==> src/rtl/grid_wb_commit_queue.sv <==
// Commit queue behind the grid writeback selector: buffers whole writeback bundles and
// serialises them, one register write per beat, onto a valid/ack writeback interface.
module grid_wb_commit_queue #(
  parameter int unsigned NUM_WRITE_PORTS = 2,
  parameter int unsigned XLEN            = 32,
  parameter int unsigned DEPTH           = 4,
  parameter int unsigned ID_W            = 3
) (
  input  logic                                      clk,
  input  logic                                      rst,
  input  logic [NUM_WRITE_PORTS-1:0][XLEN-1:0]      output_data,
  input  logic                                      wb_committing,
  input  logic [NUM_WRITE_PORTS-1:0][4:0]           rd_addrs,
  input  logic [NUM_WRITE_PORTS-1:0]                rd_en,
  input  logic [ID_W-1:0]                           instr_id,
  input  logic                                      flush,
  output logic                                      commit_accept,
  output logic                                      wb_valid,
  output logic [4:0]                                wb_rd,
  output logic [XLEN-1:0]                           wb_data,
  output logic [ID_W-1:0]                           wb_id,
  output logic                                      wb_last,
  input  logic                                      wb_ack,
  output logic [$clog2(DEPTH+1)-1:0]                queue_count
);

  localparam int unsigned AW = $clog2(DEPTH);
  localparam int unsigned CW = $clog2(DEPTH + 1);
  localparam int unsigned PW = (NUM_WRITE_PORTS > 1) ? $clog2(NUM_WRITE_PORTS) : 1;

  typedef enum logic {StIdle, StSend} state_e;

  logic [NUM_WRITE_PORTS-1:0][XLEN-1:0] mem_data_q [DEPTH];
  logic [NUM_WRITE_PORTS-1:0][4:0]      mem_rd_q   [DEPTH];
  logic [NUM_WRITE_PORTS-1:0]           mem_en_q   [DEPTH];
  logic [ID_W-1:0]                      mem_id_q   [DEPTH];

  state_e          state_q, state_d;
  logic [PW-1:0]   p_q, p_d;
  logic [AW-1:0]   wr_ptr_q, wr_ptr_d, rd_ptr_q, rd_ptr_d, rd_next;
  logic [CW-1:0]   count_q, count_d;
  logic            push, pop;
  logic [NUM_WRITE_PORTS-1:0] head_w, next_w, in_w;

  function automatic logic [NUM_WRITE_PORTS-1:0] writable(
    input logic [NUM_WRITE_PORTS-1:0]      en,
    input logic [NUM_WRITE_PORTS-1:0][4:0] rd
  );
    for (int i = 0; i < int'(NUM_WRITE_PORTS); i++) writable[i] = en[i] && (rd[i] != 5'd0);
  endfunction

  // Lowest writable port; 0 when none, which makes an empty bundle a single zero beat.
  function automatic logic [PW-1:0] first_idx(input logic [NUM_WRITE_PORTS-1:0] m);
    first_idx = '0;
    for (int i = int'(NUM_WRITE_PORTS) - 1; i >= 0; i--) if (m[i]) first_idx = PW'(i);
  endfunction

  function automatic logic [PW-1:0] next_idx(input logic [NUM_WRITE_PORTS-1:0] m,
                                             input logic [PW-1:0] p);
    next_idx = p;
    for (int i = int'(NUM_WRITE_PORTS) - 1; i >= 0; i--)
      if (m[i] && (PW'(i) > p)) next_idx = PW'(i);
  endfunction

  function automatic logic any_above(input logic [NUM_WRITE_PORTS-1:0] m,
                                     input logic [PW-1:0] p);
    any_above = 1'b0;
    for (int i = 0; i < int'(NUM_WRITE_PORTS); i++) if (m[i] && (PW'(i) > p)) any_above = 1'b1;
  endfunction

  assign rd_next       = rd_ptr_q + AW'(1);
  assign head_w        = writable(mem_en_q[rd_ptr_q], mem_rd_q[rd_ptr_q]);
  assign next_w        = writable(mem_en_q[rd_next], mem_rd_q[rd_next]);
  assign in_w          = writable(rd_en, rd_addrs);
  assign commit_accept = count_q < CW'(DEPTH);
  assign queue_count   = count_q;

  // Beat outputs decoded from registered state only; zero while idle.
  always_comb begin
    wb_valid = (state_q == StSend);
    wb_rd    = '0;
    wb_data  = '0;
    wb_id    = '0;
    wb_last  = 1'b0;
    if (wb_valid) begin
      wb_id   = mem_id_q[rd_ptr_q];
      wb_last = !any_above(head_w, p_q);
      if (head_w[p_q]) begin
        wb_rd   = mem_rd_q[rd_ptr_q][p_q];
        wb_data = mem_data_q[rd_ptr_q][p_q];
      end
    end
  end

  // Next-state: pointers, count and serialiser port index.
  always_comb begin
    push     = wb_committing && commit_accept && !flush;
    pop      = wb_valid && wb_ack && wb_last && !flush;
    state_d  = state_q;
    p_d      = p_q;
    wr_ptr_d = wr_ptr_q;
    rd_ptr_d = rd_ptr_q;
    count_d  = count_q;
    if (flush) begin
      state_d  = StIdle;
      p_d      = '0;
      wr_ptr_d = '0;
      rd_ptr_d = '0;
      count_d  = '0;
    end else begin
      if (push) wr_ptr_d = wr_ptr_q + AW'(1);
      if (pop)  rd_ptr_d = rd_next;
      if (push && !pop)      count_d = count_q + CW'(1);
      else if (pop && !push) count_d = count_q - CW'(1);
      unique case (state_q)
        StIdle: begin
          // Idle implies empty, so an incoming bundle becomes the head directly.
          if (push) begin
            state_d = StSend;
            p_d     = first_idx(in_w);
          end
        end
        StSend: begin
          if (wb_ack && !wb_last) begin
            p_d = next_idx(head_w, p_q);
          end else if (pop) begin
            if (count_q > CW'(1)) begin
              p_d = first_idx(next_w);
            end else if (push) begin
              p_d = first_idx(in_w);
            end else begin
              state_d = StIdle;
              p_d     = '0;
            end
          end
        end
        default: state_d = StIdle;
      endcase
    end
  end

  // Control state with asynchronous reset.
  always_ff @(posedge clk or posedge rst) begin
    if (rst) begin
      state_q  <= StIdle;
      p_q      <= '0;
      wr_ptr_q <= '0;
      rd_ptr_q <= '0;
      count_q  <= '0;
    end else begin
      state_q  <= state_d;
      p_q      <= p_d;
      wr_ptr_q <= wr_ptr_d;
      rd_ptr_q <= rd_ptr_d;
      count_q  <= count_d;
    end
  end

  // Bundle storage; contents are only meaningful while counted, so no reset.
  always_ff @(posedge clk) begin
    if (push) begin
      mem_data_q[wr_ptr_q] <= output_data;
      mem_rd_q[wr_ptr_q]   <= rd_addrs;
      mem_en_q[wr_ptr_q]   <= rd_en;
      mem_id_q[wr_ptr_q]   <= instr_id;
    end
  end

endmodule

==> config.mk <==
export PLATFORM = sky130hd
export DESIGN_NAME = grid_wb_commit_queue
export DESIGN_NICKNAME = d
export VERILOG_FILES = /design/src/rtl/grid_wb_commit_queue.sv
export SDC_FILE = /design/constraint.sdc
export NUM_CORES = 1
export LEC_CHECK = 0
export BUFFER_PORTS_ARGS = -buffer_cell sky130_fd_sc_hd__clkbuf_2
export CAP_MARGIN = 20
export CORE_MARGIN = 2
export CORE_UTILIZATION = 60
export CTS_BUF_LIST = sky130_fd_sc_hd__clkbuf_2
export CTS_CLUSTER_DIAMETER = 80
export DETAILED_ROUTE_END_ITERATION = 10
export GPL_TIMING_DRIVEN = 0
export PLACE_DENSITY = 0.81
export SLEW_MARGIN = 20
export SYNTH_ARGS = -nofsm -noshare
export SYNTH_HDL_FRONTEND = slang
export SYNTH_SLANG_ARGS = --single-unit
export TNS_END_PERCENT = 50
==> constraint.sdc <==
create_clock -name clk -period 7.1 [get_ports clk]
set_input_delay 0.355 -clock clk [delete_from_list [all_inputs] [get_ports clk]]
set_output_delay 0.355 -clock clk [all_outputs]
set_load 0.01 [all_outputs]
==> results of run 1 <==
synthesized netlist by cell type (2+ instances only):
cell type,instances
edfxtp_1,316
nand2_1,82
mux4_2,77
a21oi_2,30
buf_2,18
a21oi_1,16
nor2_1,13
clkbuf_1,10
dfrtp_1,9
inv_1,9
and2_1,7
ha_1,7
buf_6,4
mux2i_1,4
o21ai_0,4
or3_1,4
or4_1,4
xnor2_1,4
a211oi_1,3
nand2b_1,3
nor3_1,3
nor4_1,3
a41oi_4,2
mux4_1,2
nand3_1,2
o31ai_1,2
o32ai_1,2
or4b_2,2
final cells by class:
class,count,area (um^2),share of cell area
antenna,1,2.50,0.000160
clock inverter,29,145,0.00927
tap,275,344,0.0220
inverter,9,33.8,0.00216
sequential,325,9710,0.620
timing repair buffer,218,1610,0.103
buffer,33,180,0.0115
multi-input combinational,290,3090,0.197
clock buffer,109,546,0.0348
power breakdown:
group / total, W / internal (W) / leakage [nW] / switching (W)
sequential: 0.00219 / 0.00217 / 2.99 / 0.0000216
combinational: 0.000409 / 0.000181 / 1.96 / 0.000228
clock: 0.00117 / 0.000454 / 0.536 / 0.000715
total: 0.00377 / 0.00281 / 5.49 / 0.000964
worst register-to-register path, cell delays in order (launching register included):
cell and delay (ns):
dfrtp_1 0.36, buf_6 0.18, mux4_2 0.57, nor3_4 0.29, a21oi_1 0.16, o21ai_0 0.23, a21oi_1 0.09, dlygate4sd3_1 0.58
state kept, by name (all words and copies together), names as in the netlist:
signal	cells
mem_rd_q	40
mem_en_q	8
mem_id_q	12
p_q	1
wr_ptr_q	2
wb_valid	1
mem_data_q	256
rd_ptr_q	2
queue_count	3
repair_timing:
item / 4_1_cts / 5_1_grt
hold endpoints to repair: 330 / 0
hold buffers: 85 / 0
setup buffers: 0 / 0
cells by family after synthesis:
family	Yosys count	share of synthesized area
AO/OA/AOI/OAI	66	0.0410
XOR/XNOR	4	0.00269
adder cells (fa/ha/maj)	7	0.00673
buffers and inverters	42	0.0164
flip-flops	325	0.747
multiplexers	84	0.141
AND/OR/NAND/NOR	129	0.0453
routing by layer:
| metal | wire length, um | vias to the layer above |
|---|---|---|
| met3 | 2510 | 59 |
| met1 | 10100 | 3688 |
| met2 | 13600 | 376 |
| met5 | 0 | - |
| li1 | - | 3312 |
| met4 | 663 | 0 |
path summary, 6_finish.rpt:
| path | startpoint | to | depth (start not counted) |
|---|---|---|---|
| max | rd_ptr_q[1] | wb_data[30] | 9 |
| min | output_data[43] | mem_data_q[3][43] | 2 |
| max reg2reg | rd_ptr_q[0] | wb_valid | 7 |
| min reg2reg | wr_ptr_q[1] | wr_ptr_q[1] | 2 |
| max in group asynchronous | rst | rd_ptr_q[0] | 4 |
| min in group asynchronous | rst | wb_valid | 4 |
stage by stage:
stage,cells,utilization
2_1_floorplan,657,-
3_3_place_gp,1061,0.662
3_5_place_dp,1065,0.668
4_1_cts,1288,0.740
5_1_grt,1289,0.741
6_report,1289,0.741
==> impl_metrics.tcl, run 1 <==
set metrics [dict create \
    via_count 7435 \
    slowest_delay_ns 0.42 \
    hold_viol 0 \
    io_pins 130 \
    final_common_cell "edfxtp_1" \
    drc_errors 0 \
    routedWlPerCell_um 20.9 \
    fin_worst_skew_ns 0.124 \
    drive_gt1_frac 0.389 \
    crit_chain "buf_2 -> buf_2 -> buf_2 -> buf_2 -> buf_2 -> mux4_2 -> nand2_1 -> a21oi_2 -> clkbuf_2" \
    status "finished clean" \
    final.min_clock_period_ns 3.81 \
    timing.fmax_ghz 0.262 \
    path_delay_family "buffers and inverters" \
    worst_slack_ns 3.29 \
    ys_seq_elements 325 \
    hold_path.class "primary input to register" \
    die_y_um 151 \
    die_area_um2 22900 \
    ys.warnings.count 0 \
    placed_cell_area_um2 14100 \
    die_x_um 151 \
    cts_max_path_buffers 3 \
    cp.arrival_ns 3.46 \
    synthFlopType "edfxtp_1" \
    top_usage_layer "met2" \
    async_flop_share 0.0277 \
    ys_types 43 \
    final_cell_mix "edfxtp_1 (316), clkbuf_2 (238), dlygate4sd3_1 (85), nand2_1 (82), mux4_2 (77)" \
    vdd_ir_drop_max_mv 0.164 \
    dr.pass1.iters 5 \
    tns_ns 0 \
    crit_required_ns 6.74 \
    powerDensity_nw_per_um2 241 \
    power.total_w 0.00377 \
    dpl_worst_slack_ns 4.14 \
    yosysTopAreaCellShare 0.729 \
    grtUsageMet2 0.407 \
    syn_area_per_cell_um2 19.8 \
    holdWs_ns 0.257 \
    yosys.area.top_type "edfxtp_1" \
    dp_hpwl_um 16600 \
    grt_usage 0.247 \
    slew_headroom 0.568 \
    final-max-slew-violation-count 0 \
    fp.coreArea_um2 21200 \
    overflow 0 \
    area_growth_pct 20.4 \
    wl_um 26900 \
    drtIter0Drc 568 \
    ctsResizeCount 0 \
    initial_core_util 0.615 \
    numCtsBuffers 79 \
    grt_max_degree 44 \
    use_met3 0.0705 \
    end_kind "primary output" \
    p_leak_nw 5.49 \
    crit_path_frequent_cell "buf_2" \
    cts.clk_slew.worst_paths_ns 0.12 \
    finalInstanceArea_um2 15700 \
    post_drt_via_cell_ratio 5.77 \
    cts.sinks 325 \
    ant_nets 0 \
    cts_tree "yes" \
    grt_pass1_wl_um 41900 \
    rrSetupSlack_ns 4.64 \
    gp_congestion 0.882 \
    grt_util_met1 0.313 \
    cts-htree-levels 3 \
    post-route-period-util 0.537 \
    synthCells 657 \
    slowest_stage "dfrtp_1" \
    grt_antenna_before_repair 1 \
    grt_pass1_vias 8004 \
    critPathBufInv 6 \
    ys_seq_area_frac 0.747 \
    maxCapViolations 0 \
    synth_edf_count 316 \
    layout.nets 1047 \
    io_buffers 129 \
    critPathMaxFanout 10 \
    clk_latency_ns 0.86 \
    rsz0062_at_grt "false" \
    num-fill-cells 1232 \
    synthTopCellsByArea "edfxtp_1 (73%), mux4_2 (13%), nand2_1 (2.4%)" \
    setup_viol 0 \
    critPathLaunchType "register" \
    mappedNetlistArea_um2 13000 \
    tightest_slew_ns 0.648 \
    syn-num-nets 748 \
    root_buffer "clkbuf_2" \
    placementRows 53 \
    path_class "register to primary output" \
]
No activity file was read; power rests on OpenSTA's default activity.
==> run 2, diff against run 1 <==
- CORE_UTILIZATION: 60 -> 55
- PLACE_DENSITY: 0.81 -> 0.78
- clock period: 7.1 -> 3.5 ns (I/O delays scaled with it)
==> impl_metrics.tcl, run 2 (synthesis gave the netlist of run 1 again) <==
set metrics [dict create \
    status "finished clean" \
    p_leak_nw 5.45 \
    timing.fmax_ghz 0.304 \
    gp_congestion 0.865 \
    fp.coreArea_um2 23300 \
    pwr-share-clk 0.293 \
    setup_viol 0 \
    post-route-period-util 0.939 \
    cts.clk_slew.worst_paths_ns 0.10 \
    final.min_clock_period_ns 3.29 \
    pwr-share-comb 0.113 \
    io_buffers 129 \
    hold_depth 2 \
    rrSetupSlack_ns 0.84 \
    startpoint "rd_ptr_q[0]" \
    cts_max_path_buffers 3 \
    net-switching-power_w 0.00189 \
    p_seq_frac 0.594 \
    path_class "register to primary output" \
    drive_gt1_frac 0.389 \
    final_cell_mix "edfxtp_1 (316), clkbuf_2 (235), dlygate4sd3_1 (86), nand2_1 (82), mux4_2 (77)" \
    die_y_um 158 \
    power.total_w 0.00749 \
    wl_um 27400 \
    cts-htree-levels 3 \
    p_int_w 0.00560 \
    drtIter0Drc 808 \
    final-max-slew-violation-count 0 \
    hold_path.class "primary input to register" \
    rr_worst_depth 7 \
    dp_hpwl_um 17000 \
    grt_antenna_before_repair 3 \
    hold_viol 0 \
    r2r_end "queue_count[2]" \
    numCtsBuffers 77 \
    grt_pass1_wl_um 42300 \
    powerDensity_nw_per_um2 477 \
    clk_latency_ns 0.80 \
    post_drt_via_cell_ratio 5.49 \
    tns_ns 0 \
    die_area_um2 24900 \
    end_kind "primary output" \
    overflow 0 \
    largest_reg_flops 256 \
    via_count 7290 \
    tightest_slew_ns 0.738 \
    vdd_ir_drop_max_mv 0.238 \
    top_register "mem_data_q" \
    finalInstanceArea_um2 15700 \
    crit_required_ns 3.32 \
    slew_headroom 0.508 \
    min_from "output_data[12]" \
    fin_worst_skew_ns 0.0487 \
    rsz0062_at_grt "false" \
    final_common_cell "edfxtp_1" \
    grt_pass1_vias 7945 \
    maxCapViolations 0 \
    area_growth_pct 20.8 \
    dr.pass1.iters 5 \
    drc_errors 0 \
    cp.arrival_ns 3.11 \
    cts.sinks 325 \
    die_x_um 158 \
    critPathLaunchType "register" \
    placementRows 56 \
    placed_cell_area_um2 14200 \
    critPathMaxFanout 10 \
    root_buffer "clkbuf_2" \
    ant_nets 0 \
    min_to "mem_data_q[3][12]" \
    initial_core_util 0.558 \
    p_sw_frac 0.253 \
    io_pins 130 \
    grt_max_degree 48 \
    layout.nets 1049 \
    top_regs "mem_data_q (256), mem_rd_q (40), mem_id_q (12)" \
    grt_usage 0.228 \
    cts_tree "yes" \
    num-fill-cells 1592 \
    routedWlPerCell_um 20.7 \
    reg2reg_from "rd_ptr_q[0]" \
]
[run 2: cell types whose count changed in the layout (fill, tap and decap cells not counted), moves of 2 or more]
| cell | change |
|---|---|
| buf_2 | -6 |
| clkinv_1 | -5 |
| buf_12 | +4 |
| buf_4 | +4 |
| clkbuf_2 | -3 |
| clkinv_2 | -3 |
| clkinvlp_4 | +3 |
| buf_16 | -2 |
| clkbuf_4 | +2 |
| diode_2 | +2 |
[run 2: what timing repair did]
action | 4_1_cts | 5_1_grt
hold endpoints to repair | 334 | 0
setup buffers | 2 | 0
pin swaps | 1 | 0
hold buffers | 86 | 0
gates resized for setup | 4 | 3
setup endpoints to repair | 35 | 34
[run 2: per-stage QoR]
| step | hold slack, ns | setup slack [ns] | cells | utilization |
|---|---|---|---|---|
| 2_1_floorplan | 0.00292 | 0.346 | 657 | - |
| 3_3_place_gp | 0.132 | -1.07 | 1105 | 0.602 |
| 3_5_place_dp | 0.146 | 0.690 | 1110 | 0.608 |
| 4_1_cts | 0.0169 | 0.0442 | 1325 | 0.673 |
| 5_1_grt | 0.0449 | 0.0213 | 1328 | 0.674 |
| 6_report | 0.101 | 0.213 | 1328 | 0.674 |
[run 2: metal layers]
metal | wire [um] | vias up | global-route usage
met5 | 0 | - | 0
met3 | 1810 | 34 | 0.0539
met1 | 11300 | 3676 | 0.307
met2 | 13900 | 276 | 0.371
met4 | 411 | 0 | 0.0792
li1 | - | 3304 | -
[run 2: how the worst max path moves through the flow]
stage          cells past startpoint                end  slack [ns]
2_1_floorplan                      3   mem_data_q[0][0]        0.35
3_3_place_gp                       3  mem_data_q[3][14]       -1.07
3_5_place_dp                       9        wb_data[28]        0.69
4_1_cts                            9        wb_data[28]        0.04
5_1_grt                           10         wb_data[1]        0.02
6_report                          10         wb_data[3]        0.21
[run 2: power by group through the flow]
stage | Sequential, W | Clock [W] | Combinational (W)
after floorplan | 0.00454 | 0 | 0.000470
after global placement | 0.00454 | 0 | 0.000716
after detailed placement | 0.00454 | 0 | 0.000756
after CTS | 0.00445 | 0.00227 | 0.000848
after global routing | 0.00446 | 0.00246 | 0.000918
final | 0.00445 | 0.00220 | 0.000845
[run 2: worst max-delay path, cell delays in order, from the launching register on]
cell	delay [ns]
dfrtp_1	0.36
buf_6	0.18
buf_4	0.23
mux4_2	0.55
nor2_1	0.12
nand2_1	0.09
a41oi_4	0.25
buf_12	0.16
buf_6	0.17
a21oi_2	0.07
clkbuf_2	0.13
[run 2: final cells by class]
class | count | area, um^2 | area share
repair buffers | 222 | 1650 | 0.105
well taps | 319 | 399 | 0.0254
plain buffers | 33 | 199 | 0.0127
clock buffers | 106 | 531 | 0.0338
multi-input cells | 290 | 3090 | 0.197
clock inverters | 21 | 91.3 | 0.00581
diodes | 3 | 7.51 | 0.000478
inverters | 9 | 33.8 | 0.00215
flip-flops and latches | 325 | 9710 | 0.618
==> run 3, diff against run 2 <==
- CORE_UTILIZATION: 55 -> 25
- PLACE_DENSITY: 0.78 -> 0.42
- SLEW_MARGIN: 20 -> 10
- clock period: 3.5 -> 2.7 ns (I/O delays scaled with it)
==> impl_metrics.tcl, run 3 (synthesis gave the netlist of run 1 again) <==
set metrics [dict create \
    fin_worst_skew_ns 0.0704 \
    die_area_um2 53900 \
    largest_reg_flops 256 \
    grt_max_degree 45 \
    final_cell_mix "edfxtp_1 (316), clkbuf_2 (260), dlygate4sd3_1 (169), nand2_1 (82), mux4_2 (77)" \
    layout.nets 1152 \
    clk_latency_ns 1.03 \
    power.total_w 0.0106 \
    initial_core_util 0.253 \
    wl_um 33500 \
    slowest_stage "mux4_2" \
    placementRows 83 \
    critPathLaunchType "register" \
    stdcell_count 1815 \
    numCtsBuffers 92 \
    reg2reg_from "rd_ptr_q[0]" \
    rr_worst_depth 8 \
    tightest_slew_ns 0.856 \
    io_buffers 129 \
    status "complete, but fails checks" \
    fin_util 0.338 \
    top_regs "mem_data_q (256), mem_rd_q (40), mem_id_q (12)" \
    overflow 0 \
    rrSetupSlack_ns 0.16 \
    crit_required_ns 2.57 \
    crit_path_frequent_cell "buf_12" \
    ant_nets 0 \
    cts.clk_slew.worst_paths_ns 0.10 \
    post-route-period-util 1.26 \
    p_leak_nw 6.01 \
    powerDensity_nw_per_um2 611 \
    end_kind "primary output" \
    maxCapViolations 0 \
    crit_path_end "wb_data[2]" \
    area_growth_pct 33.4 \
    violations "negative setup slack" \
    cts.sinks 325 \
    gp_congestion 0.762 \
    r2r_end "wb_valid" \
    cts_max_path_buffers 3 \
    hold_path.class "primary input to register" \
    grt_usage 0.127 \
    crit_chain "buf_12 -> mux4_2 -> nor3_4 -> a21oi_1 -> a41oi_4 -> buf_12 -> buf_12 -> a21oi_2 -> clkbuf_2" \
    io_pins 130 \
    final_common_cell "edfxtp_1" \
    final-max-slew-violation-count 0 \
    slowest_delay_ns 0.57 \
    cts-htree-levels 3 \
    drive_gt1_frac 0.379 \
    path_class "register to primary output" \
    routedWlPerCell_um 18.4 \
    hold_viol 0 \
    rsz0062_at_grt "true" \
    dr.pass1.iters 4 \
    place_inst 1471 \
    timing.fmax_ghz 0.293 \
    dpl_worst_slack_ns -0.213 \
    final.min_clock_period_ns 3.41 \
    die_y_um 232 \
    die_x_um 232 \
    post_drt_via_cell_ratio 4.26 \
    critPathMaxFanout 10 \
    num-fill-cells 5050 \
    via_count 7737 \
    worst_slack_ns -0.714 \
    cp.arrival_ns 3.28 \
    slew_headroom 0.429 \
    root_buffer "clkbuf_2" \
    startpoint "rd_ptr_q[0]" \
    dp_hpwl_um 20700 \
    drc_errors 0 \
    fp.coreArea_um2 51400 \
    grt_pass1_wl_um 50000 \
    holdWs_ns 0.200 \
    cts_tree "yes" \
    grt_antenna_before_repair 6 \
    top_register "mem_data_q" \
    setup_viol 41 \
    drtIter0Drc 380 \
    grt_pass1_vias 8399 \
    vdd_ir_drop_max_mv 0.205 \
]
[run 3: cell types whose count changed in the layout (fill, tap and decap cells not counted), sizes merged]
cell	previous run	this run
clkbuf	247	267
buf	28	38
clkinvlp	3	1
clkinv	14	27
inv	13	12
bufinv	0	1
diode	3	5
dlygate4sd3	86	169
[run 3: worst max-delay path: cells and delay by family (launching register included)]
| family | cells | cell delay, ns |
|---|---|---|
| DFF | 1 | 0.40 |
| AOI/OAI and AO/OA | 3 | 0.42 |
| muxes | 1 | 0.57 |
| buffers and inverters | 4 | 0.62 |
| and+or+nand+nor | 1 | 0.23 |
[run 3: metrics by stage]
step           cell area (um^2)  setup TNS (ns)
2_1_floorplan             13000          -35.83
3_3_place_gp              14500         -388.04
3_5_place_dp              14600           -2.78
4_1_cts                   17300          -34.45
5_1_grt                   17400          -37.53
6_report                  17400          -26.84
[run 3: layer usage]
metal / global-route usage / wire length [um] / part of all wire / vias up
li1: - / - / - / 3536
met4: 0.0537 / 962 / 0.029 / 6
met1: 0.155 / 14300 / 0.43 / 3911
met3: 0.0409 / 1950 / 0.058 / 82
met5: 0 / 30 / 0.00090 / -
met2: 0.207 / 16200 / 0.48 / 202
[run 3: timing repair]
action,CTS,global route
setup buffers,4,3
gates resized for setup,22,13
hold buffers,169,0
pin swaps,2,1
endpoints found under the hold margin,368,0
endpoints found under the setup margin,41,41
[run 3: cell type report]
type                            count  area, um^2  share of cell area
Timing Repair Buffer              310        2540               0.147
Buffer                             33         268              0.0154
Antenna cell                        5        12.5            0.000721
Sequential cell                   325        9710               0.560
Clock buffer                      131         656              0.0378
Multi-Input combinational cell    290        3100               0.179
Inverter                            9        33.8             0.00195
Tap cell                          680         851              0.0490
Clock inverter                     32         176              0.0102
[run 3: worst min path at each step]
stage,to,cells after the start,slack (ns),from
floorplan,p_q,1,-0.04,rst
global placement,queue_count[0],2,0.11,rst
detailed placement,queue_count[0],2,0.12,rst
CTS,queue_count[0],4,0.04,flush
global route,queue_count[1],5,0.11,wb_ack
finish,queue_count[1],5,0.20,wb_ack
[run 3: power breakdown]
| group | leakage [nW] | internal [W] | switching (W) |
|---|---|---|---|
| logic | 2.39 | 0.000597 | 0.000656 |
| clock network | 0.629 | 0.00143 | 0.00215 |
| registers | 2.99 | 0.00571 | 0.0000541 |
